File: src/rtl/jericalla_pkg.sv
// Shared constants for the Jericalla instruction sequencer: instruction word
// layout, ALU op encodings and sequencer state codes.
package jericalla_pkg;

   localparam int unsigned INSTR_W = 17;

   // Instruction word field positions
   localparam int unsigned RAM_ADDR_MSB = 16;
   localparam int unsigned RAM_ADDR_LSB = 13;
   localparam int unsigned OP_MSB       = 12;
   localparam int unsigned OP_LSB       = 9;
   localparam int unsigned DIR1_MSB     = 8;
   localparam int unsigned DIR1_LSB     = 5;
   localparam int unsigned DIR2_MSB     = 4;
   localparam int unsigned DIR2_LSB     = 1;
   localparam int unsigned EN_BIT       = 0;

   // Datapath ALU op encodings
   localparam logic [3:0] OP_NOP   = 4'b0000;
   localparam logic [3:0] OP_PASA  = 4'b0001;
   localparam logic [3:0] OP_SUMA  = 4'b0010;
   localparam logic [3:0] OP_RESTA = 4'b0011;
   localparam logic [3:0] OP_AND   = 4'b0100;
   localparam logic [3:0] OP_OR    = 4'b0101;

   // Sequencer states
   typedef logic [1:0] state_t;
   localparam state_t ST_IDLE  = 2'd0;
   localparam state_t ST_WRITE = 2'd1;
   localparam state_t ST_READ  = 2'd2;
   localparam state_t ST_DONE  = 2'd3;

   // Read-back word: keep only the RAM address of a write word, en=0
   function automatic logic [INSTR_W-1:0] read_word(input logic [INSTR_W-1:0] w);
      read_word = '0;
      read_word[RAM_ADDR_MSB:RAM_ADDR_LSB] = w[RAM_ADDR_MSB:RAM_ADDR_LSB];
   endfunction

endpackage

File: src/rtl/jericalla_prog_mem.sv
// Program store for the sequencer: DEPTH x WIDTH register file with
// synchronous write and asynchronous read. Contents are not reset.
module jericalla_prog_mem #(
   parameter int unsigned DEPTH = 16,
   parameter int unsigned WIDTH = 17
) (
   input  logic             clk_i,
   input  logic             we_i,
   input  logic [3:0]       waddr_i,
   input  logic [WIDTH-1:0] wdata_i,
   input  logic [3:0]       raddr_i,
   output logic [WIDTH-1:0] rdata_o
);

   logic [WIDTH-1:0] mem_q [DEPTH];

   // Program entry write
   always_ff @(posedge clk_i) begin
      if (we_i) begin
         mem_q[waddr_i] <= wdata_i;
      end
   end

   assign rdata_o = mem_q[raddr_i];

endmodule

File: src/rtl/jericalla_secuenciador.sv
// Jericalla instruction sequencer. Runs a loaded program entry by entry, each
// as a write phase (en=1, WR_CYCLES cycles) followed by a one-cycle read-back
// phase (en=0) at the same RAM address, capturing the returned data and zflag.
// Optional feature macro: JERICALLA_HALT_ON_ZERO_EN (halt-marker in bit 0 plus
// a 'halted' output).
module jericalla_secuenciador
   import jericalla_pkg::*;
#(
   parameter int unsigned PROG_DEPTH = 16,
   parameter int unsigned WR_CYCLES  = 1,
   parameter int unsigned DATA_W     = 32
) (
   input  logic               clk,
   input  logic               rst_n,
   input  logic               load_we,
   input  logic [3:0]         load_addr,
   input  logic [INSTR_W-1:0] load_data,
   input  logic [4:0]         prog_len,
   input  logic               start,
   output logic [INSTR_W-1:0] instruccion,
   input  logic [DATA_W-1:0]  salida_in,
   input  logic               zflag_in,
   output logic [DATA_W-1:0]  result,
   output logic               result_zf,
   output logic [3:0]         result_idx,
   output logic               result_valid,
   output logic               busy,
   output logic               done
`ifdef JERICALLA_HALT_ON_ZERO_EN
  ,output logic               halted
`endif
);

   // Bit 0 only needs storing when it carries the halt marker
`ifdef JERICALLA_HALT_ON_ZERO_EN
   localparam int unsigned MEM_W = INSTR_W;
`else
   localparam int unsigned MEM_W = INSTR_W - 1;
`endif

   state_t              state_q;
   logic [3:0]          pc_q;
   logic [3:0]          wr_cnt_q;
   logic [4:0]          len_q;
   logic                zf_q;
   logic [DATA_W-1:0]   result_q;
   logic                result_zf_q;
   logic [3:0]          result_idx_q;
   logic                result_valid_q;

   logic [4:0]          len_eff;
   logic                mem_we;
   logic [MEM_W-1:0]    mem_wdata;
   logic [MEM_W-1:0]    mem_rdata;
   logic [INSTR_W-1:0]  wr_word;
   logic                last_wr;
   logic                last_entry;
   logic                halt_hit;

   assign len_eff    = (prog_len > 5'(PROG_DEPTH)) ? 5'(PROG_DEPTH) : prog_len;
   assign mem_we     = load_we && (state_q == ST_IDLE) && ({1'b0, load_addr} < 5'(PROG_DEPTH));
   assign wr_word    = {mem_rdata[MEM_W-1 -: INSTR_W-1], 1'b1};
   assign last_wr    = (wr_cnt_q == 4'(WR_CYCLES - 1));
   assign last_entry = ({1'b0, pc_q} == (len_q - 5'd1));

`ifdef JERICALLA_HALT_ON_ZERO_EN
   logic halt_q;
   logic halted_q;

   assign mem_wdata = load_data;
   assign halt_hit  = halt_q;
   assign halted    = halted_q;

   // Halt marker: judged on the last write cycle, reported with the halting done
   always_ff @(posedge clk or negedge rst_n) begin
      if (!rst_n) begin
         halt_q   <= 1'b0;
         halted_q <= 1'b0;
      end else if ((state_q == ST_IDLE) && start) begin
         halt_q   <= 1'b0;
         halted_q <= 1'b0;
      end else if ((state_q == ST_WRITE) && last_wr) begin
         halt_q <= zflag_in & mem_rdata[EN_BIT];
      end else if ((state_q == ST_READ) && halt_q) begin
         halted_q <= 1'b1;
      end
   end
`else
   logic unused_en_bit;

   assign mem_wdata     = load_data[INSTR_W-1:1];
   assign halt_hit      = 1'b0;
   assign unused_en_bit = load_data[EN_BIT];
`endif

   jericalla_prog_mem #(
      .DEPTH (PROG_DEPTH),
      .WIDTH (MEM_W)
   ) u_prog_mem (
      .clk_i   (clk),
      .we_i    (mem_we),
      .waddr_i (load_addr),
      .wdata_i (mem_wdata),
      .raddr_i (pc_q),
      .rdata_o (mem_rdata)
   );

   // Sequencer state, program counter and read-back capture
   always_ff @(posedge clk or negedge rst_n) begin
      if (!rst_n) begin
         state_q        <= ST_IDLE;
         pc_q           <= '0;
         wr_cnt_q       <= '0;
         len_q          <= '0;
         zf_q           <= 1'b0;
         result_q       <= '0;
         result_zf_q    <= 1'b0;
         result_idx_q   <= '0;
         result_valid_q <= 1'b0;
      end else begin
         result_valid_q <= (state_q == ST_READ);
         case (state_q)
            ST_IDLE: begin
               if (start) begin
                  pc_q     <= '0;
                  wr_cnt_q <= '0;
                  len_q    <= len_eff;
                  state_q  <= (len_eff == 5'd0) ? ST_DONE : ST_WRITE;
               end
            end
            ST_WRITE: begin
               if (last_wr) begin
                  zf_q     <= zflag_in;
                  wr_cnt_q <= '0;
                  state_q  <= ST_READ;
               end else begin
                  wr_cnt_q <= wr_cnt_q + 4'd1;
               end
            end
            ST_READ: begin
               result_q     <= salida_in;
               result_zf_q  <= zf_q;
               result_idx_q <= pc_q;
               if (last_entry || halt_hit) begin
                  state_q <= ST_DONE;
               end else begin
                  pc_q    <= pc_q + 4'd1;
                  state_q <= ST_WRITE;
               end
            end
            default: state_q <= ST_IDLE;
         endcase
      end
   end

   // Instruction word is decoded from state so en drops the instant reset hits
   always_comb begin
      instruccion = '0;
      case (state_q)
         ST_WRITE: instruccion = wr_word;
         ST_READ:  instruccion = read_word(wr_word);
         default:  instruccion = '0;
      endcase
   end

   assign busy         = (state_q != ST_IDLE);
   assign done         = (state_q == ST_DONE);
   assign result       = result_q;
   assign result_zf    = result_zf_q;
   assign result_idx   = result_idx_q;
   assign result_valid = result_valid_q;

endmodule

File: config.mk
export PLATFORM = sky130hd
export DESIGN_NAME = jericalla_secuenciador
export DESIGN_NICKNAME = d
export VERILOG_FILES = /design/src/rtl/jericalla_pkg.sv /design/src/rtl/jericalla_prog_mem.sv /design/src/rtl/jericalla_secuenciador.sv
export SDC_FILE = /design/constraint.sdc
export NUM_CORES = 1
export LEC_CHECK = 0
export ABC_AREA = 0
export CAP_MARGIN = 20
export CORE_MARGIN = 3
export CORE_UTILIZATION = 61
export DETAILED_ROUTE_END_ITERATION = 8
export PLACE_DENSITY = 0.93
export SETUP_SLACK_MARGIN = 0.15
export SYNTH_ARGS = -nofsm -noshare
export SYNTH_HDL_FRONTEND = slang
export SYNTH_SLANG_ARGS = --single-unit
File: constraint.sdc
create_clock -name clk -period 5 [get_ports clk]
set_input_delay 1 -clock clk [delete_from_list [all_inputs] [get_ports clk]]
set_output_delay 1 -clock clk [all_outputs]
set_load 0.02 [all_outputs]
==> metrics.md <==
| Metric | Value |
|---|---|
| Share of the synthesized area in the top cell type | 63.0% |
| Antenna diode count | 0 |
| Fin area | 0.0148 mm2 |
| Critical path's largest stage delay | 0.87 ns |
| Maximum Capacitance Violations | 0 |
| Clock latency on the worst-skew pair | 0.55 ns |
| Initial DRC Count | 905 |
| Starting density of the core | 62.3% |
| Layout Utilization | 75.7% |
| Flip-flop and latch count after synthesis | 310 |
| Number of enable-type register cells in the synthesized netlist | 256 |
| Endpoint required time on the critical path | roughly 4.0 ns |
| Setup WS post-layout | 0.385 ns |
| Max-slew violation count | 0 |
| Crit Reg-Reg Startpoint | state_q[0] |
| Number of post-CTS setup repair buffers | 0 |
| Global-route wire length before repair | 45100 um |
| Vias in the first global route | between 7000 and 8000 |
| Critical path class | register to output pin |
| Final Skew | 0.00839 ns |
| Dpl ws | ~0.91 ns |
| Hold crit path type | input port to async pin |
| Total via count in the routed design | 6705 |
| Rows | between 50 and 60 |
| Post-synthesis cell area | ~0.012 mm2 |
| Post-synth top area cell | sky130_fd_sc_hd__edfxtp_1 |
| Buffer cell driving the clock tree root | sky130_fd_sc_hd__clkbuf_16 |
| Final weighted congestion of routability-driven global placement | roughly 0.76 |
| Number of nets with antenna violations after routing | 0 |
| Number of placed instances, taps included | 969 |
| Largest voltage drop on the vdd net | 0.298 mV |
| Leftover overflow at the end of global routing | 0 |
| Post-route worst hold slack | 0.438 ns |
| Total routing usage reported by global routing | 27.9% |
| Count of fill cells added during filler insertion | 981 |
| R2r setup slk | 1.83 ns |
| Via density per instance | 6.54 |
| Kind of start point of the critical path | register |
| Cell area after placement | 0.0138 mm2 |
| Areal power density over the cells | 354 mW/mm2 |
| Post-synth cell types | 45 |
| Fraction of synthesis flops using an asynchronous set or reset pin | ~17% |
| Origin of the worst setup path | pc_q[0] |
| WL/cell | 29.2 um |
| Hpwl dp | about 16000 um |
| Yosys synthesis warning count | 0 |
| Fraction of layout cells with a size suffix above 1 | 26.7% |
| CP most frequent cell | sky130_fd_sc_hd__mux4_2 |
| Vert. Die Dim | 147 um |
| Post-route total power | around 5.3 mW |
| Worst endpoint data arrival time | 3.62 ns |
| Maximum level of the CTS H-tree | 1 |
| Measured slew at the worst slew-check pin | roughly 1.1 ns |
| R2r worst-path depth | 6 |
| Capture point of the critical path | instruccion[3] |
| Clk pin slew, worst setup/hold paths | 0.06 ns |
| Inserted Clock Buffers | 30 |
| Max_slew headroom | 29.4% |
| Fmax | approximately 220 MHz |
| I/O pin cnt | between 100 and 150 |
| Floorplan die area | between 0.02 and 0.025 mm2 |
| Drt drc | 0 |
| Layout overhead on the synthesized area | 21.4% |
| CTS max path bufs | 3 |
| End of the worst register-to-register path | u_prog_mem.mem_q[3][12] |
| Final number of hold-violating endpoints | 0 |
| First-pass detailed-route iteration total | 5 |
| Final net count | 808 |
| Most used standard cell by instance count after synthesis | sky130_fd_sc_hd__edfxtp_1 |
| Fraction of the yosys area taken by sequential cells | 74.0% |
| Critical Path Sink Type | output pin |
| Cell-by-cell trace of the critical path | buf_4 > mux4_2 > mux4_2 > and3_1 > clkdlybuf4s50_1 |
| Non-filler instance count after layout | 1026 |
| Mean area per synthesized cell | between 20 and 25 um2 |
| Count of port buffers added during placement | ~120 |
| Most common flop cell mapped by yosys | sky130_fd_sc_hd__edfxtp_1 |
| Detailed-route wire length | 30000 um |
| Gate Count Post-Synth | approximately 600 |
| Total negative slack for setup checks | 0 ns |
| Slowest CP cell | sky130_fd_sc_hd__dfrtp_4 |
| Quantity of hold-fixing buffers added after cts | 0 |
| Largest net degree at the start of global routing | 46 |
| Count of endpoints failing setup in the final report | 0 |
| Core Footprint | 0.0196 mm2 |
| RSZ-0062 raised after global routing | false |
| Final clock period utilization by the worst path | 92.3% |
| Peak fanout along the critical path | 37 |
| Leakage component of the power | 5.13 nW |
| Leading cell types by total area after synthesis | sky130_fd_sc_hd__edfxtp_1 63%, sky130_fd_sc_hd__mux4_2 15%, sky130_fd_sc_hd__dfrtp_1 11% |
| Clock Sinks | just over 300 |
| Clock tree from TritonCTS | built |
| Result of the run | finished, final reports clean |
| Die extent in x | 147 um |
| Initial antenna violation count | 1 |
| Minimum period implied by the final worst setup slack | between 4 and 5 ns |
| Post-CTS resize count | 0 |
| Ranking of synthesized cells by instance count | 256 x sky130_fd_sc_hd__edfxtp_1, 80 x sky130_fd_sc_hd__mux4_2, 54 x sky130_fd_sc_hd__dfrtp_1 |
| Synth Net Count | around 660 |
==> power by group <==
part           total (mW)  leakage, nW  internal (mW)  switching (mW)
registers            2.82         2.93           2.81         0.00804
logic               0.152         1.70         0.0760          0.0757
clock network        2.28        0.498           1.35           0.933
==> cell families (layout without fill, tap and decap cells) <==
kind of cell,after synthesis,count (layout),share of synthesized area [%]
flops,310,310,74.0
mux,120,120,18.4
simple gates,79,79,3.37
buf+inv,41,212,1.51
compound gates,27,27,1.50
fa+ha+maj,8,8,0.820
xor+xnor,5,5,0.359
==> sequential cells by signal, summed over array words and instances, names as in the netlist, 2 cells and up <==
signal            flops
len_q                 5
pc_q                  4
result               32
u_prog_mem.mem_q    256
wr_cnt_q              4
result_idx            4
state_q               2
==> how the worst min path moves through the flow <==
| stage | endpoint | slack (ns) |
|---|---|---|
| after CTS | result_idx[0] | 0.45 |
| after floorplan | len_q[1] | 0.47 |
| final | result[2] | 0.44 |
| after global placement | zf_q | 0.48 |
| after detailed placement | result[17] | 0.49 |
| after global routing | result[2] | 0.47 |
==> cell usage in the layout (no fill, tap or decap), drive strengths merged, types with 3 or more instances in the layout <==
| master | Yosys | layout |
|---|---|---|
| mux4 | 80 | 80 |
| edfxtp | 256 | 256 |
| nor3 | 5 | 5 |
| nand2 | 17 | 17 |
| o21ai | 9 | 9 |
| bufinv | 0 | 3 |
| clkbuf | 17 | 43 |
| inv | 12 | 12 |
| dfrtp | 54 | 54 |
| xor2 | 3 | 3 |
| ha | 8 | 8 |
| a21oi | 3 | 3 |
| nor2 | 16 | 16 |
| clkinv | 0 | 9 |
| buf | 12 | 27 |
| nor2b | 5 | 5 |
| mux2 | 39 | 39 |
| nand2b | 8 | 8 |
| clkdlybuf4s50 | 0 | 117 |
| nand3 | 4 | 4 |
| and3 | 14 | 14 |
==> layout make-up <==
type / instances / area, um2 / area share (%)
clock buffers: 43 / 860 / 5.80
clock inverters: 13 / 140 / 0.945
inverters: 12 / 45.0 / 0.304
multi-input cells: 239 / 3010 / 20.3
flip-flops and latches: 310 / 9040 / 61.0
well taps: 265 / 332 / 2.24
repair buffers: 144 / 1390 / 9.39
==> worst max-delay path: cells and delay by family (launching register included) <==
| family | cells | cell delay [ns] |
|---|---|---|
| AND/OR/NAND/NOR | 1 | 0.21 |
| flip-flops | 1 | 0.87 |
| multiplexers | 2 | 1.01 |
| buffers and inverters | 2 | 0.93 |
==> layer usage <==
layer / wire, um / vias up / track usage (%)
li1: - / 2694 / -
met1: 10600 / 3477 / 36.3
met4: 1020 / 2 / 10.6
met5: 13 / - / 0
met2: 15700 / 454 / 47.8
met3: 2610 / 78 / 5.30
Note: power is estimated with default switching activity, not from simulation.
